[src/rtl/pc_flow_controller.sv]
// pc_flow_controller: fetch/decode sequencing controller.
// Arbitrates trap, EX-branch and ID-jump redirects against imem-wait and
// load-use stalls, driving the PC generator and IF/ID, ID/EX controls.
// Optional build macro PC_FLOW_PERF_EN adds stall/redirect cycle counters.
module pc_flow_controller #(
  parameter int unsigned          XLEN         = 32,
  parameter logic [XLEN-1:0]      RESET_VECTOR = '0,
  parameter int unsigned          DRAIN_CYCLES = 2
) (
  input  logic            clk,
  input  logic            reset,
  input  logic            imem_ready,
  input  logic            load_use_hazard,
  input  logic            id_jump_valid,
  input  logic [XLEN-1:0] id_jump_target,
  input  logic            ex_branch_taken,
  input  logic [XLEN-1:0] ex_branch_target,
  input  logic            trap_req,
  input  logic [XLEN-1:0] trap_vector,
  output logic            trap_ack,
  output logic            pc_stall,
  output logic            pc_flush,
  output logic [XLEN-1:0] pc_new,
  output logic            ifid_stall,
  output logic            ifid_flush,
  output logic            idex_flush
`ifdef PC_FLOW_PERF_EN
  ,
  output logic [31:0]     stall_cycles,
  output logic [31:0]     redirect_count
`endif
);

  localparam logic [1:0] RUN       = 2'd0;
  localparam logic [1:0] PEND      = 2'd1;
  localparam logic [1:0] DRAIN     = 2'd2;
  localparam logic [1:0] TRAP_JUMP = 2'd3;

  logic [1:0]      fsm, fsm_next;
  logic [XLEN-1:0] pend_target, pend_next;
  logic [XLEN-1:0] trap_target_q, trap_next;
  logic [3:0]      drain_cnt, cnt_next;
  logic            accept_trap;

  // Traps are only taken from RUN or PEND; PEND's held target is dropped.
  assign accept_trap = trap_req && ((fsm == RUN) || (fsm == PEND));

  // Output decode and next-state selection, purely from state and inputs.
  always_comb begin
    trap_ack   = 1'b0;
    pc_stall   = 1'b0;
    pc_flush   = 1'b0;
    pc_new     = '0;
    ifid_stall = 1'b0;
    ifid_flush = 1'b0;
    idex_flush = 1'b0;
    fsm_next   = fsm;
    pend_next  = pend_target;
    trap_next  = trap_target_q;
    cnt_next   = drain_cnt;
    if (reset) begin
      pc_new   = RESET_VECTOR;
      fsm_next = RUN;
    end else if (accept_trap) begin
      trap_ack   = 1'b1;
      pc_stall   = 1'b1;
      ifid_flush = 1'b1;
      idex_flush = 1'b1;
      trap_next  = trap_vector;
      pend_next  = '0;
      cnt_next   = 4'(DRAIN_CYCLES - 1);
      fsm_next   = DRAIN;
    end else begin
      case (fsm)
        RUN: begin
          if (ex_branch_taken) begin
            ifid_flush = 1'b1;
            idex_flush = 1'b1;
            if (imem_ready) begin
              pc_flush = 1'b1;
              pc_new   = ex_branch_target;
            end else begin
              pc_stall  = 1'b1;
              pend_next = ex_branch_target;
              fsm_next  = PEND;
            end
          end else if (id_jump_valid) begin
            ifid_flush = 1'b1;
            if (imem_ready) begin
              pc_flush = 1'b1;
              pc_new   = id_jump_target;
            end else begin
              pc_stall  = 1'b1;
              pend_next = id_jump_target;
              fsm_next  = PEND;
            end
          end else if (!imem_ready) begin
            pc_stall   = 1'b1;
            ifid_flush = 1'b1;
          end else if (load_use_hazard) begin
            pc_stall   = 1'b1;
            ifid_stall = 1'b1;
            idex_flush = 1'b1;
          end
        end
        PEND: begin
          ifid_flush = 1'b1;
          idex_flush = 1'b1;
          if (imem_ready) begin
            pc_flush = 1'b1;
            pc_new   = pend_target;
            fsm_next = RUN;
          end else begin
            pc_stall = 1'b1;
          end
        end
        DRAIN: begin
          pc_stall   = 1'b1;
          ifid_flush = 1'b1;
          idex_flush = 1'b1;
          if (drain_cnt == 4'd0) begin
            cnt_next = '0;
            fsm_next = TRAP_JUMP;
          end else begin
            cnt_next = drain_cnt - 4'd1;
          end
        end
        TRAP_JUMP: begin
          ifid_flush = 1'b1;
          idex_flush = 1'b1;
          if (imem_ready) begin
            pc_flush = 1'b1;
            pc_new   = trap_target_q;
            fsm_next = RUN;
          end else begin
            pc_stall = 1'b1;
          end
        end
        default: fsm_next = RUN;
      endcase
    end
  end

  // State and held-target registers.
  always_ff @(posedge clk or posedge reset) begin
    if (reset) begin
      fsm           <= RUN;
      pend_target   <= '0;
      trap_target_q <= '0;
      drain_cnt     <= '0;
    end else begin
      fsm           <= fsm_next;
      pend_target   <= pend_next;
      trap_target_q <= trap_next;
      drain_cnt     <= cnt_next;
    end
  end

`ifdef PC_FLOW_PERF_EN
  // Free-running performance counters, wrapping modulo 2^32.
  always_ff @(posedge clk or posedge reset) begin
    if (reset) begin
      stall_cycles   <= '0;
      redirect_count <= '0;
    end else begin
      if (pc_stall) stall_cycles   <= stall_cycles + 32'd1;
      if (pc_flush) redirect_count <= redirect_count + 32'd1;
    end
  end
`endif

endmodule

[config.mk]
export PLATFORM = sky130hd
export DESIGN_NAME = pc_flow_controller
export DESIGN_NICKNAME = d
export VERILOG_FILES = /design/src/rtl/pc_flow_controller.sv
export SDC_FILE = /design/constraint.sdc
export NUM_CORES = 1
export LEC_CHECK = 0
export CAP_MARGIN = 20
export CORE_UTILIZATION = 35
export DETAILED_ROUTE_END_ITERATION = 10
export PLACE_DENSITY_LB_ADDON = 0.05
export SLEW_MARGIN = 5
export SYNTH_ARGS = -nofsm -noshare
export SYNTH_HDL_FRONTEND = slang
export SYNTH_SLANG_ARGS = --single-unit
[constraint.sdc]
create_clock -name clk -period 6.8 [get_ports clk]
set_clock_uncertainty 0.2 [all_clocks]
set_input_delay 2.04 -clock clk [delete_from_list [all_inputs] [get_ports clk]]
set_output_delay 2.04 -clock clk [all_outputs]
set_load 0.01 [all_outputs]
==> flow_metrics.env, run 1 <==
export IMPL_crit_top_cell="clkdlybuf4s50_1"
export IMPL_finalCritPeriodShare=0.9304
export IMPL_clk_pin_slew_ns=0.05
export IMPL_clk_latency_ns=0.33
export IMPL_drive_above_1_share=0.1509
export IMPL_clkPwrFrac=0.275
export IMPL_via_per_inst=5.357
export IMPL_drt_first_pass_iters=4
export IMPL_slew_viol_final=0
export IMPL_synth_area_leaders="dfrtp_1 (40%), mux2i_1 (15%), mux2_2 (9.2%)"
export IMPL_end_kind="output port"
export IMPL_crit_slowest_cell="clkdlybuf4s50_1"
export IMPL_swShare=0.3144
export IMPL_internal_power_mw=1.187
export IMPL_diodes=0
export IMPL_hold_viol_final=0
export IMPL_synth_seq_cells=70
export IMPL_path_cells="clkdlybuf4s50_1, nor2b_4, buf_4, a22oi_1, o22ai_1, and2_1, clkdlybuf4s50_1"
export IMPL_p_leak_nw=2.511
export IMPL_cts_max_path_buffers=2
export IMPL_max_freq_ghz=0.1581
export IMPL_post_route_util=0.5081
export IMPL_ir_drop_mv=0.1159
export IMPL_syn_instance_count=396
export IMPL_synth_edf_count=0
export IMPL_vias=3739
export IMPL_port_buffers=140
export IMPL_async_reset_ff_frac=1.000
export IMPL_nets=630
export IMPL_tns_ns=0
export IMPL_synth_area_mm2=0.004403
export IMPL_cts_setup_buffers=0
export IMPL_most_common_layout_cells="clkdlybuf4s50_1 (139), dfrtp_1 (69), mux2i_1 (65), mux2_2 (36)"
export IMPL_grt_max_degree=75
export IMPL_crit_family="buffers and inverters"
export IMPL_setup_viol=0
export IMPL_cts_inserted_buffers=9
export IMPL_wl_mm=12.64
export IMPL_fp_dieH_um=114.2
export IMPL_io_pin_count=141
export IMPL_cts_resized=0
export IMPL_synth_cell_type_count=45
export IMPL_final_common_cell="clkdlybuf4s50_1"
export IMPL_status="completed"
export IMPL_crit_required_ns=4.56
export IMPL_grt_pass1_vias=3893
export IMPL_p_switching_mw=0.5444
export IMPL_ys_warn_count=0
export IMPL_synthFlopType="dfrtp_1"
export IMPL_drv_cap=0
export IMPL_grt_usage=0.2013
export IMPL_cp_num_buf_inv=3
export IMPL_grt_pass1_wl_mm=20.05
export IMPL_cp_max_fo=15
export IMPL_core_mm2=0.01216
export IMPL_drc_errors=0
export IMPL_routabilityCongestion=0.7734
export IMPL_whs_ns=0.2822
export IMPL_hpwl_mm=8.585
export IMPL_initial_core_util=0.3620
export IMPL_grt_overflow_total=0
export IMPL_drt_iter0_markers=124
export IMPL_root_buffer="clkbuf_16"
export IMPL_crit_type="primary input to output port"
export IMPL_synth_nets=501
export IMPL_period_needed_ns=6.326
export IMPL_cts_max_level=3
export IMPL_p_per_area_mw_per_mm2=280.2
export IMPL_die_area_mm2=0.01303
export IMPL_fp_row_count=40
export IMPL_min_path_type="flip-flop to flip-flop"
export IMPL_antenna_found_initial=0
export IMPL_fill_cells=1150
export IMPL_startpoint_type="primary input"
export IMPL_die_w_um=114.2
export IMPL_rsz0062_at_grt="false"
export IMPL_seqPwrFrac=0.382
export IMPL_synthToLayoutAreaGrowth_pct=40.35
export IMPL_yosys_area_top_type="dfrtp_1"
export IMPL_synth_avg_cell_area_um2=11.12
export IMPL_cts_tree="done"
export IMPL_combPwrFrac=0.343
export IMPL_max_stage_delay_ns=0.64
export IMPL_ys_seq_area_frac=0.3978
export IMPL_cts_sinks=70
export IMPL_synthDominantCellAreaShare=0.3978
export IMPL_holdBufCountCts=0
export IMPL_crit_arrival_ns=4.09
export IMPL_slew_limit_headroom=0.3528
export IMPL_worst_slew_pin_slew_ns=0.9708
export IMPL_routedWlPerCell_um=18.11
export IMPL_ant_nets=0
[area by class of cell]
class                           instances  area (um2)  area share
Clock inverter                          3       42.54    0.006884
Clock buffer                           13       260.3     0.04211
Timing Repair Buffer                  155        1524      0.2466
Inverter                                4       16.27    0.002632
Sequential cell                        70        1753      0.2837
Multi-Input combinational cell        285        2374      0.3841
Tap cell                              168       210.2     0.03402
[synth_stat cells (3+ instances only)]
| master | count |
|---|---|
| nand3_1 | 3 |
| dfrtp_1 | 70 |
| buf_6 | 6 |
| o21ai_0 | 4 |
| mux2i_1 | 65 |
| o22ai_1 | 32 |
| buf_2 | 13 |
| buf_4 | 8 |
| mux2_2 | 36 |
| nand2_1 | 5 |
| a22oi_1 | 32 |
| o2bb2ai_1 | 23 |
| and2_1 | 32 |
| clkbuf_1 | 6 |
| nor2_1 | 16 |
| mux2_4 | 4 |
| inv_1 | 4 |
[through the flow]
| step | total power [mW] | instances | setup WS [ns] | area [um2] |
|---|---|---|---|---|
| 2_1_floorplan | 1.065 | 396 | 0.007277 | 4403 |
| 3_3_place_gp | 1.258 | 682 | 0.4767 | 5877 |
| 3_5_place_dp | 1.270 | 682 | 0.4615 | 5877 |
| 4_1_cts | 1.754 | 698 | 0.4613 | 6180 |
| 5_1_grt | 1.844 | 698 | 0.3467 | 6180 |
| 6_report | 1.732 | 698 | 0.4736 | 6180 |
[cells by family (layout without fill, tap and decap cells)]
| kind of cell | count (synthesis) | count (layout) | synth area share |
|---|---|---|---|
| buffers and inverters | 41 | 175 | 0.06479 |
| AOI/OAI and AO/OA | 105 | 105 | 0.1776 |
| muxes | 105 | 105 | 0.2535 |
| adders and majority gates | 2 | 2 | 0.005683 |
| DFF | 70 | 70 | 0.3978 |
| and+or+nand+nor | 73 | 73 | 0.1006 |
[flip-flops by register name (all words and copies together), names as in the netlist]
register and cells:
drain_cnt 4, fsm 2, pend_target 32, trap_target_q 32
[final timing paths]
check                               start  slack [ns]              end  cells after the start
min                        pend_target[5]        0.28   pend_target[5]                      1
max reg2reg                        fsm[1]        4.00  pend_target[12]                      5
max in group asynchronous           reset        3.33           fsm[1]                      3
max                         id_jump_valid        0.47       pc_new[30]                      7
min in group asynchronous           reset        2.42           fsm[0]                      3
min reg2reg                pend_target[5]        0.28   pend_target[5]                      1
[routing by layer]
metal  share of wire  global-route usage  vias up
li1                -                   -     1754
met1            0.44              0.2451     1857
met2            0.49              0.3430      107
met3           0.050             0.04711       21
met4           0.021             0.08052        0
met5               0                   0        -
[worst reg2reg max path, delay by kind of cell, from the launching register on]
kind	cells	cell delay (ns)
compound gates	1	0.24
buf+inv	3	0.93
flops	1	0.93
mux	1	0.37
[power by group through the flow]
stage | registers (mW) | logic [mW] | clock network (mW)
2_1_floorplan | 0.609 | 0.457 | 0
3_3_place_gp | 0.664 | 0.594 | 0
3_5_place_dp | 0.668 | 0.602 | 0
4_1_cts | 0.662 | 0.604 | 0.488
5_1_grt | 0.683 | 0.653 | 0.507
6_report | 0.661 | 0.594 | 0.477
Note: power is estimated with default switching activity, not from simulation.
==> inputs of run 2 (changes only) <==
Settings changed: CAP_MARGIN 20 to 25.
==> run 2 against run 1 <==
Compared with the run above:
- power is 0.15% higher
- worst hold slack hardly changed
- clock power hardly changed
- highest routed layer unchanged
- via count is 0.29% higher
==> flow_metrics.env, run 2 (synthesis results as in run 1) <==
export IMPL_via_per_inst=5.365
export IMPL_fp_row_count=40
export IMPL_p_leak_nw=2.523
export IMPL_rsz0062_at_grt="false"
export IMPL_antenna_found_initial=0
export IMPL_ant_nets=0
export IMPL_fill_cells=1150
export IMPL_finalCritPeriodShare=0.9310
export IMPL_reg_top3="pend_target: 32 flops, trap_target_q: 32 flops, drain_cnt: 4 flops"
export IMPL_p_per_area_mw_per_mm2=279.4
export IMPL_period_needed_ns=6.331
export IMPL_wl_mm=12.67
export IMPL_place_area_mm2=0.005877
export IMPL_setup_ws_ns=0.4691
export IMPL_crit_required_ns=4.56
export IMPL_crit_slowest_cell="clkdlybuf4s50_1"
export IMPL_cts_sinks=70
export IMPL_status="completed"
export IMPL_routabilityCongestion=0.7734
export IMPL_path_cells="clkdlybuf4s50_1, nor2b_4, buf_4, a22oi_1, o22ai_1, and2_1, clkdlybuf4s50_1"
export IMPL_grtUsageMet1=0.2451
export IMPL_worst_slew_pin_slew_ns=0.8684
export IMPL_drt_first_pass_iters=4
export IMPL_clk_latency_ns=0.33
export IMPL_min_path_type="flip-flop to flip-flop"
export IMPL_routedWlPerCell_um=18.13
export IMPL_met3_usage=0.04711
export IMPL_root_buffer="clkbuf_16"
export IMPL_grt_pass1_vias=3893
export IMPL_max_freq_ghz=0.1580
export IMPL_cts_tree="done"
export IMPL_cts_max_path_buffers=2
export IMPL_stdcell_area_mm2=0.006207
export IMPL_cts_max_level=3
export IMPL_drive_above_1_share=0.1525
export IMPL_slew_viol_final=0
export IMPL_hpwl_mm=8.585
export IMPL_grt_overflow_total=0
export IMPL_cp_num_buf_inv=3
export IMPL_die_area_mm2=0.01303
export IMPL_fp_dieH_um=114.2
export IMPL_grt_usage=0.2013
export IMPL_drc_errors=0
export IMPL_cp_max_fo=15
export IMPL_diodes=0
export IMPL_gr_usage_met2=0.3430
export IMPL_ir_drop_mv=0.1152
export IMPL_vias=3750
export IMPL_setup_viol=0
export IMPL_max_stage_delay_ns=0.64
export IMPL_port_buffers=140
export IMPL_stdcell_count=699
export IMPL_post_route_util=0.5104
export IMPL_io_pin_count=141
export IMPL_drt_iter0_markers=105
export IMPL_crit_arrival_ns=4.09
export IMPL_hold_viol_final=0
export IMPL_holdBufCountCts=0
export IMPL_grt_max_degree=75
export IMPL_startpoint_type="primary input"
export IMPL_grt_pass1_wl_mm=20.05
export IMPL_cts_resized=0
export IMPL_final_common_cell="clkdlybuf4s50_1"
export IMPL_cts_inserted_buffers=9
export IMPL_cts_setup_buffers=0
export IMPL_most_common_layout_cells="clkdlybuf4s50_1 (139), dfrtp_1 (69), mux2i_1 (65), mux2_2 (36)"
export IMPL_power_mw=1.734
export IMPL_dp_cells=682
export IMPL_crit_type="primary input to output port"
export IMPL_crit_family="buffers and inverters"
export IMPL_synthToLayoutAreaGrowth_pct=40.98
export IMPL_grt_busiest_layer="met2"
export IMPL_multi_input_area_mm2=0.002374
export IMPL_nets=631
export IMPL_drv_cap=0
export IMPL_clk_pin_slew_ns=0.05
export IMPL_die_w_um=114.2
export IMPL_ff_latch_area_mm2=0.001753
export IMPL_pre_cts_slack_ns=0.4615
export IMPL_slew_limit_headroom=0.4211
export IMPL_whs_ns=0.2822
export IMPL_initial_core_util=0.3620
export IMPL_crit_top_cell="clkdlybuf4s50_1"
export IMPL_core_mm2=0.01216
export IMPL_end_kind="output port"
export IMPL_tns_ns=0
[run 2: changes by cell type in the layout (fill, tap and decap cells not counted)]
cell    delta
buf_16     +1
[run 2: path summary, 6_finish.rpt]
check / from / endpoint / slack, ns / cells past startpoint
max: id_jump_valid / pc_new[30] / 0.47 / 7
min: pend_target[5] / pend_target[5] / 0.28 / 1
max reg2reg: fsm[1] / pend_target[12] / 3.99 / 5
min reg2reg: pend_target[5] / pend_target[5] / 0.28 / 1
max in group asynchronous: reset / fsm[1] / 3.65 / 4
min in group asynchronous: reset / drain_cnt[0] / 2.19 / 3
[run 2: per-layer routing]
metal  share of wire  up-vias
met4           0.021        0
met2            0.49      102
met3           0.047       21
met5               0        -
met1            0.44     1875
li1                -     1752
[run 2: layout make-up]
type	count	share of cell area
clock buffers	13	0.04193
clock inverters	3	0.006853
inverters	4	0.002620
multi-input cells	285	0.3824
flip-flops and latches	70	0.2824
well taps	168	0.03386
repair buffers	156	0.2500
[run 2: where the power goes]
group	internal [mW]	leakage, nW	switching [mW]
Sequential	0.551	0.877	0.111
Combinational	0.334	1.50	0.262
Clock	0.304	0.146	0.173
Total	1.19	2.52	0.545
